**src/rtl/hazard_ctrl.sv**
```systemverilog
// Hazard controller for the 5-stage core: tracks in-flight destinations, drives
// operand forwarding, load-use bubbles, IF/ID squash on taken branches, event counters.
module hazard_ctrl #(
  parameter int RW = 4,
  parameter int CW = 16
) (
  input  logic          clk,
  input  logic          reset,
  input  logic [RW-1:0] id_rn,
  input  logic [RW-1:0] id_rm,
  input  logic [RW-1:0] id_rd_src,
  input  logic          id_rn_use,
  input  logic          id_rm_use,
  input  logic          id_rd_use,
  input  logic [RW-1:0] id_dst,
  input  logic          id_rf_en,
  input  logic          id_load,
  input  logic          branch_taken,
  output logic          pc_le,
  output logic          ifid_le,
  output logic          ifid_clr,
  output logic          nop_sel,
  output logic [1:0]    fwd_a,
  output logic [1:0]    fwd_b,
  output logic [1:0]    fwd_c,
  output logic [CW-1:0] stall_count,
  output logic [CW-1:0] flush_count
);

  typedef enum logic [1:0] {HOLD, RUN, STALL} state_t;

  localparam logic [RW-1:0] PC_IDX = RW'(15);

  state_t          state_q, state_d;
  logic            ex_wr_q, ex_ld_q, mem_wr_q, wb_wr_q;
  logic [RW-1:0]   ex_dst_q, mem_dst_q, wb_dst_q;
  logic [CW-1:0]   stall_cnt_q, flush_cnt_q;
  logic            stall_inc, flush_inc, hz;

  logic [RW-1:0]   src [3];
  logic [2:0]      src_use;
  logic [2:0]      match_ex;
  logic [5:0]      fwd_v;

  assign src[0]  = id_rn;
  assign src[1]  = id_rm;
  assign src[2]  = id_rd_src;
  assign src_use = {id_rd_use, id_rm_use, id_rn_use};

  // An EX-stage load cannot forward yet, so it falls through to the MEM/WB compares.
  for (genvar gi = 0; gi < 3; gi++) begin : g_src
    logic live;
    assign live          = src_use[gi] && (src[gi] != PC_IDX);
    assign match_ex[gi]  = live && (ex_dst_q == src[gi]);
    assign fwd_v[2*gi +: 2] =
        !live                                       ? 2'b00 :
        (ex_wr_q && !ex_ld_q && ex_dst_q == src[gi]) ? 2'b01 :
        (mem_wr_q && mem_dst_q == src[gi])           ? 2'b10 :
        (wb_wr_q && wb_dst_q == src[gi])             ? 2'b11 : 2'b00;
  end

  assign fwd_a = fwd_v[1:0];
  assign fwd_b = fwd_v[3:2];
  assign fwd_c = fwd_v[5:4];
  assign hz    = ex_wr_q && ex_ld_q && (|match_ex);

  always_comb begin
    state_d   = state_q;
    pc_le     = 1'b0;
    ifid_le   = 1'b0;
    ifid_clr  = 1'b0;
    nop_sel   = 1'b1;
    stall_inc = 1'b0;
    flush_inc = 1'b0;
    case (state_q)
      HOLD: state_d = RUN;
      RUN, STALL: begin
        if (state_q == RUN && hz) begin
          state_d   = STALL;
          stall_inc = 1'b1;
        end else begin
          state_d = RUN;
          pc_le   = 1'b1;
          ifid_le = 1'b1;
          nop_sel = 1'b0;
          if (branch_taken) begin
            ifid_clr  = 1'b1;
            flush_inc = 1'b1;
          end
        end
      end
      default: state_d = HOLD;
    endcase
  end

  always_ff @(posedge clk or negedge reset) begin
    if (!reset) begin
      state_q     <= HOLD;
      ex_wr_q     <= 1'b0;
      ex_ld_q     <= 1'b0;
      ex_dst_q    <= '0;
      mem_wr_q    <= 1'b0;
      mem_dst_q   <= '0;
      wb_wr_q     <= 1'b0;
      wb_dst_q    <= '0;
      stall_cnt_q <= '0;
      flush_cnt_q <= '0;
    end else begin
      state_q   <= state_d;
      ex_wr_q   <= id_rf_en && !nop_sel;
      ex_ld_q   <= id_load && !nop_sel;
      ex_dst_q  <= id_dst;
      mem_wr_q  <= ex_wr_q;
      mem_dst_q <= ex_dst_q;
      wb_wr_q   <= mem_wr_q;
      wb_dst_q  <= mem_dst_q;
      if (stall_inc && stall_cnt_q != '1) stall_cnt_q <= stall_cnt_q + 1'b1;
      if (flush_inc && flush_cnt_q != '1) flush_cnt_q <= flush_cnt_q + 1'b1;
    end
  end

  assign stall_count = stall_cnt_q;
  assign flush_count = flush_cnt_q;

endmodule

```
**config.mk**
```make
export PLATFORM = sky130hd
export DESIGN_NAME = hazard_ctrl
export DESIGN_NICKNAME = d
export VERILOG_FILES = /design/src/rtl/hazard_ctrl.sv
export SDC_FILE = /design/constraint.sdc
export NUM_CORES = 1
export LEC_CHECK = 0
export CORE_MARGIN = 4
export CORE_UTILIZATION = 40
export CTS_CLUSTER_DIAMETER = 100
export DETAILED_ROUTE_END_ITERATION = 8
export GPL_ROUTABILITY_DRIVEN = 0
export PLACE_DENSITY = 0.67
export SYNTH_ARGS = -nofsm -noshare
export SYNTH_HDL_FRONTEND = slang
export SYNTH_SLANG_ARGS = --single-unit
```
**constraint.sdc**
```tcl
create_clock -name clk -period 3.05 [get_ports clk]
set_input_delay 0.4575 -clock clk [delete_from_list [all_inputs] [get_ports clk]]
set_output_delay 0.4575 -clock clk [all_outputs]
set_load 0.02 [all_outputs]
```
==> run metrics, run 1 <==
TritonCTS clock tree built; drt pass-1 iters 4; # DRC 0; CTS Sinks 50; post-DP HPWL 4480 um; first-pass GRT wire length 10,000 um; syn_nets around 280; worst r2r dst stall_count[6]; H-tree depth 2; Vias/cell 5.22; fin nets 360; maximum VDD drop 488 uV; Synth Instances 254; leading area contributor after synthesis dfrtp_1; total wire length 6060 um; Clk Latency, worst-skew pair 0.29 ns; actual transition at the worst max-transition pin 1.09 ns; post-layout util 55.9%; global route overflow 0; Synthesis Warnings 0; num rows 29; Avg Cell Area, Syn 10.5 sq um; leakage power 1.58 nW; main combinational cell family by area after synthesis simple AND/OR/NAND/NOR gates; fin worst setup slack 0.166 ns; Distinct cells, synth 30; clock period minus final worst setup slack roughly 2.9 ns; r2r setup slk 0.75 ns; port bufs 65; status completed; CORE AREA 6390 sq um; sequential element share of the synthesized area 47.1%; Die Y 89.5 um; mux cell area share after synthesis 1.27%; dpl ws 0.00954 ns; Hold/Removal Path Class primary input to async pin; Crit Path Max Fanout 4; setup TNS 0 ns; design area 3570 sq um; commonest cells after routing, fill and taps aside clkdlybuf4s50_1 (56), dfrtp_1 (50), xnor2_1 (34); crit path launch id_rn[0]; antenna viol nets, final 0; Slew Viols, Final 0; vias post-DR approximately 2,100; die area between 8000 and 9000 sq um; area grow syn2layout 34.5%; Fmax 347 MHz; placed inst area approximately 3400 sq um; R2R depth 7; share of layout cells above drive strength 1 8.43%; Worst Setup EP fwd_a[0]; final hold violations 0; Post-Synth XOR/XNOR Area 21.1%; initial antenna violation count 0; unrepaired setup endpoints after global routing false; Final Power between 1.5 and 2 mW; P per Cell Area roughly 530 nW/um^2; Initial Utilization 41.6%; largest buffer count on any clock path 2; Post-Syn Area between 2000 and 3000 sq um; Req. time, crit path 2.59 ns; clock slew seen by the registers of the worst setup and hold paths 0.09 ns; WS Path Type primary input to primary output; WL per Instance ~15 um; final setup vio count 0; CP Capture Type primary output; most common cell after layout, fill and taps aside clkdlybuf4s50_1; Compound-Gate Fraction of Synth Area 3.16%; CTS Root Cell clkbuf_8; Detailed Route Iter0 Violations 92; share of the synthesized area in the top cell type 47.1%; largest net degree at the start of global routing 51; WP data arrival around 2.4 ns; Worst slew margin around 27%; Layout fillers ~570; CTS buffer count 5; I/O pin count 66; ANT cells 0; part of the cycle the worst path needs about 95%; Synth Area in Simple Gates 23.4%; Critical Path Source Type primary input; ranking of synthesized cells by area dfrtp_1 (47%), xnor2_1 (11%), xor2_1 (9.9%); post-synthesis register bit count 50; Layout Skew 0.0109 ns; vias in the first global route 2,126; r2r startpoint ex_dst_q[0]; Die Span X 89.5 um; fraction of the mapped netlist area in adder cells 2.36%; max cap viols 0; All-Layer GR Usage 16.1%; hold buffer count at cts 0
[state kept, by name, indices dropped and copies added, names as in the netlist]
name         flops
flush_count     16
stall_count     16
ex_dst_q         4
mem_dst_q        4
wb_dst_q         4
state_q          2
ex_ld_q          1
ex_wr_q          1
mem_wr_q         1
wb_wr_q          1
[power breakdown]
| group | leakage, nW | switching [mW] | internal, mW |
|---|---|---|---|
| clock | 0.0524 | 0.201 | 0.246 |
| sequential | 0.640 | 0.0993 | 0.744 |
| combinational | 0.886 | 0.309 | 0.281 |
| total | 1.58 | 0.610 | 1.27 |
[final cells by class]
cell class / instances / area [sq um] / share of cell area, %
clock buffers: 7 / 76.3 / 2.14
clock inverters: 1 / 30.0 / 0.841
inverters: 5 / 18.8 / 0.525
multi-input cells: 196 / 1370 / 38.5
flip-flops and latches: 50 / 1250 / 35.0
well taps: 77 / 96.3 / 2.70
repair buffers: 73 / 726 / 20.3
[synthesized netlist by cell type]
master,number
a21oi_1,7
and2_1,3
and3_1,8
and4_1,1
buf_2,1
buf_4,1
buf_6,1
dfrtp_1,50
ha_1,5
inv_1,5
mux2_1,2
mux2_2,1
nand2_1,23
nand2b_1,1
nand3_1,16
nand3_2,1
nand4_1,17
nor2_1,17
nor2_2,1
nor2b_1,4
nor3_1,11
nor3_2,4
nor3b_1,1
nor4_1,4
nor4_2,2
o211ai_4,1
o32ai_4,1
or3_1,1
xnor2_1,34
xor2_1,30
[what timing repair did]
action	4_1_cts	5_1_grt
buffers inserted	0	1
endpoints found under the setup margin	0	10
resized for setup	0	10
[routing by layer]
layer / global-route usage [%] / up-vias / part of all wire [%]
met2: 25.5 / 67 / 47
met5: 0 / - / 0
met3: 3.23 / 8 / 6.4
li1: - / 1026 / -
met4: 5.41 / 0 / 1.8
met1: 22.1 / 1033 / 45
[worst min path at each step]
stage	from	endpoint	slack, ns	depth (start not counted)
after floorplan	reset	ex_dst_q[0]	0.16	0
after global placement	ex_wr_q	mem_wr_q	0.40	0
after detailed placement	ex_wr_q	mem_wr_q	0.41	0
after CTS	reset	flush_count[14]	0.40	1
after global routing	reset	flush_count[12]	0.46	1
final	reset	flush_count[15]	0.36	1
[stage by stage]
stage                     cells  hold WS [ns]
after floorplan             254         0.162
after global placement      400         0.399
after detailed placement    400         0.410
after CTS                   408         0.402
after global routing        409         0.457
final                       409         0.361
[kinds of logic after synthesis]
| family | count (synthesis) |
|---|---|
| adders and majority gates | 5 |
| DFF | 50 |
| AOI/OAI and AO/OA | 9 |
| and+or+nand+nor | 115 |
| xor gates and xnor gates | 64 |
| buffers and inverters | 8 |
| muxes | 3 |
[critical path, stage by stage]
cell,delay [ns]
clkdlybuf4s50_1,0.61
xnor2_1,0.16
nand4_1,0.18
nor2_1,0.19
a21oi_1,0.06
nor2_1,0.14
clkdlybuf4s50_1,0.62
(Power assumes the default switching activity.)
==> run 2: changes to the inputs <==
Settings changed: HOLD_SLACK_MARGIN set to 0.02.
==> results of run 2 <==
No change in the layout: final DEF, timing and power equal those of run 1.
==> run 3: changes to the inputs <==
--- a/config.mk
+++ b/config.mk
@@ -11,3 +11,2 @@
 export DETAILED_ROUTE_END_ITERATION = 8
-export GPL_ROUTABILITY_DRIVEN = 0
 export HOLD_SLACK_MARGIN = 0.02
--- a/constraint.sdc
+++ b/constraint.sdc
@@ -3,2 +3,2 @@
 set_output_delay 0.4575 -clock clk [all_outputs]
-set_load 0.02 [all_outputs]
+set_load 0.1 [all_outputs]
==> run 3 against run 2 <==
Net effect:
- global-route usage is 0.17 points lower
- routed wire length is 1.8% lower
- critical path type unchanged
- worst hold slack worse by 0.12 ns
- largest cell class unchanged
- utilization is 0.27 points lower
==> run metrics, run 3 (synthesis gave the netlist of run 1 again) <==
die area approximately 8000 sq um; clock slew seen by the registers of the worst setup and hold paths 0.09 ns; CORE AREA around 6400 sq um; WS Path Type primary input to primary output; Finished Layout Cells ~400; most common cell after layout, fill and taps aside dfrtp_1; hold buffer count at cts 0; Hold/Removal Path Class primary input to async pin; Worst slew margin 47.1%; r2r setup slk 0.84 ns; CTS Sinks 50; global route overflow 0; Fmax 347 MHz; vias post-DR 2,085; drt pass-1 iters 4; global placement routability congestion 0.823; Layout Skew 0.00852 ns; Crit Path Max Fanout 4; final setup vio count 0; H-tree depth 2; largest buffer count on any clock path 2; Slew Viols, Final 0; post-CTS sizing 0; worst r2r dst stall_count[6]; Critical Path Source Type primary input; TritonCTS clock tree built; post-layout util between 50% and 60%; initial antenna violation count 0; commonest cells after routing, fill and taps aside dfrtp_1 (50), buf_4 (36), xnor2_1 (34); Final Power 2.43 mW; R2R depth 6; I/O pin count 66; unrepaired setup endpoints after global routing false; port bufs 65; maximum VDD drop ~1000 uV; All-Layer GR Usage 15.9%; WP data arrival between 2 and 2.5 ns; largest net degree at the start of global routing 37; ANT cells 0; DP Cell Count 397; part of the cycle the worst path needs 94.4%; area grow syn2layout 33.9%; crit-path cells clkdlybuf4s50_1, xnor2_1, nand4_1, o32ai_4, nor2_2, nand2_2, clkinvlp_4, buf_12; Detailed Route Iter0 Violations 91; vias in the first global route around 2,100; max cap viols 0; actual transition at the worst max-transition pin 0.793 ns; Req. time, crit path ~2.6 ns; share of layout cells above drive strength 1 21.3%; first-pass GRT wire length 9940 um; clock period minus final worst setup slack 2.88 ns; Initial Utilization 41.6%; CTS Root Cell clkbuf_8; Clk Latency, worst-skew pair 0.30 ns; antenna viol nets, final 0; setup TNS 0 ns; num rows 29; P per Cell Area a little under 700 nW/um^2; Max stage delay on crit path 0.57 ns; WHS ~0.24 ns; CTS buffer count 5; post-DP HPWL 4610 um; Die Y slightly below 90 um; total wire length 5950 um; CP Capture Type primary output; Post-CTS Setup Bufs 0; crit path max-delay cell type clkdlybuf4s50_1; leakage power 1.56 nW; Die Span X 89.5 um; WL per Instance 14.7 um; # DRC 0; final hold violations 0; status completed; r2r startpoint ex_dst_q[2]; Vias/cell 5.15; fin nets 356
run 3: cell type report:
| type | count | area (sq um) |
|---|---|---|
| Inverter | 5 | 22.5 |
| Clock buffer | 6 | 72.6 |
| Timing Repair Buffer | 69 | 696 |
| Sequential cell | 50 | 1250 |
| Multi-Input combinational cell | 196 | 1380 |
| Clock inverter | 2 | 37.5 |
| Fill cell | 564 | 2830 |
| Tap cell | 77 | 96.3 |
run 3: routing by layer:
| metal | up-vias | GRT usage (%) | share of wire (%) |
|---|---|---|---|
| met5 | - | 0 | 0 |
| met4 | 0 | 4.60 | 1.2 |
| met3 | 8 | 2.86 | 4.3 |
| li1 | 1016 | - | - |
| met2 | 45 | 24.3 | 48 |
| met1 | 1016 | 23.2 | 46 |
run 3: report_power, final:
group / internal, mW / switching, mW / total, mW
combinational: 0.318 / 0.809 / 1.13
clock: 0.245 / 0.215 / 0.460
sequential: 0.744 / 0.104 / 0.848
total: 1.31 / 1.13 / 2.43
run 3: worst max-delay path by stage:
stage / from / endpoint / cells after the start
after global routing: id_rd_src[3] / ifid_le / 8
after detailed placement: id_rd_src[2] / pc_le / 8
after floorplan: id_rd_src[3] / pc_le / 8
after global placement: id_rd_src[0] / ifid_le / 8
final: id_rd_src[3] / pc_le / 8
after CTS: id_rd_src[2] / pc_le / 8
run 3: critical path, delay by kind of cell:
kind	cells	cell delay, ns
compound gates	1	0.45
xor+xnor	1	0.15
buf+inv	3	0.91
simple gates	3	0.46
run 3: stage by stage:
stage          instance area, sq um  worst slack, ns
3_5_place_dp                   3440            0.168
4_1_cts                        3550            0.162
6_report                       3550            0.172
5_1_grt                        3550           0.0630
3_3_place_gp                   3440            0.206
2_1_floorplan                  2680           -0.315
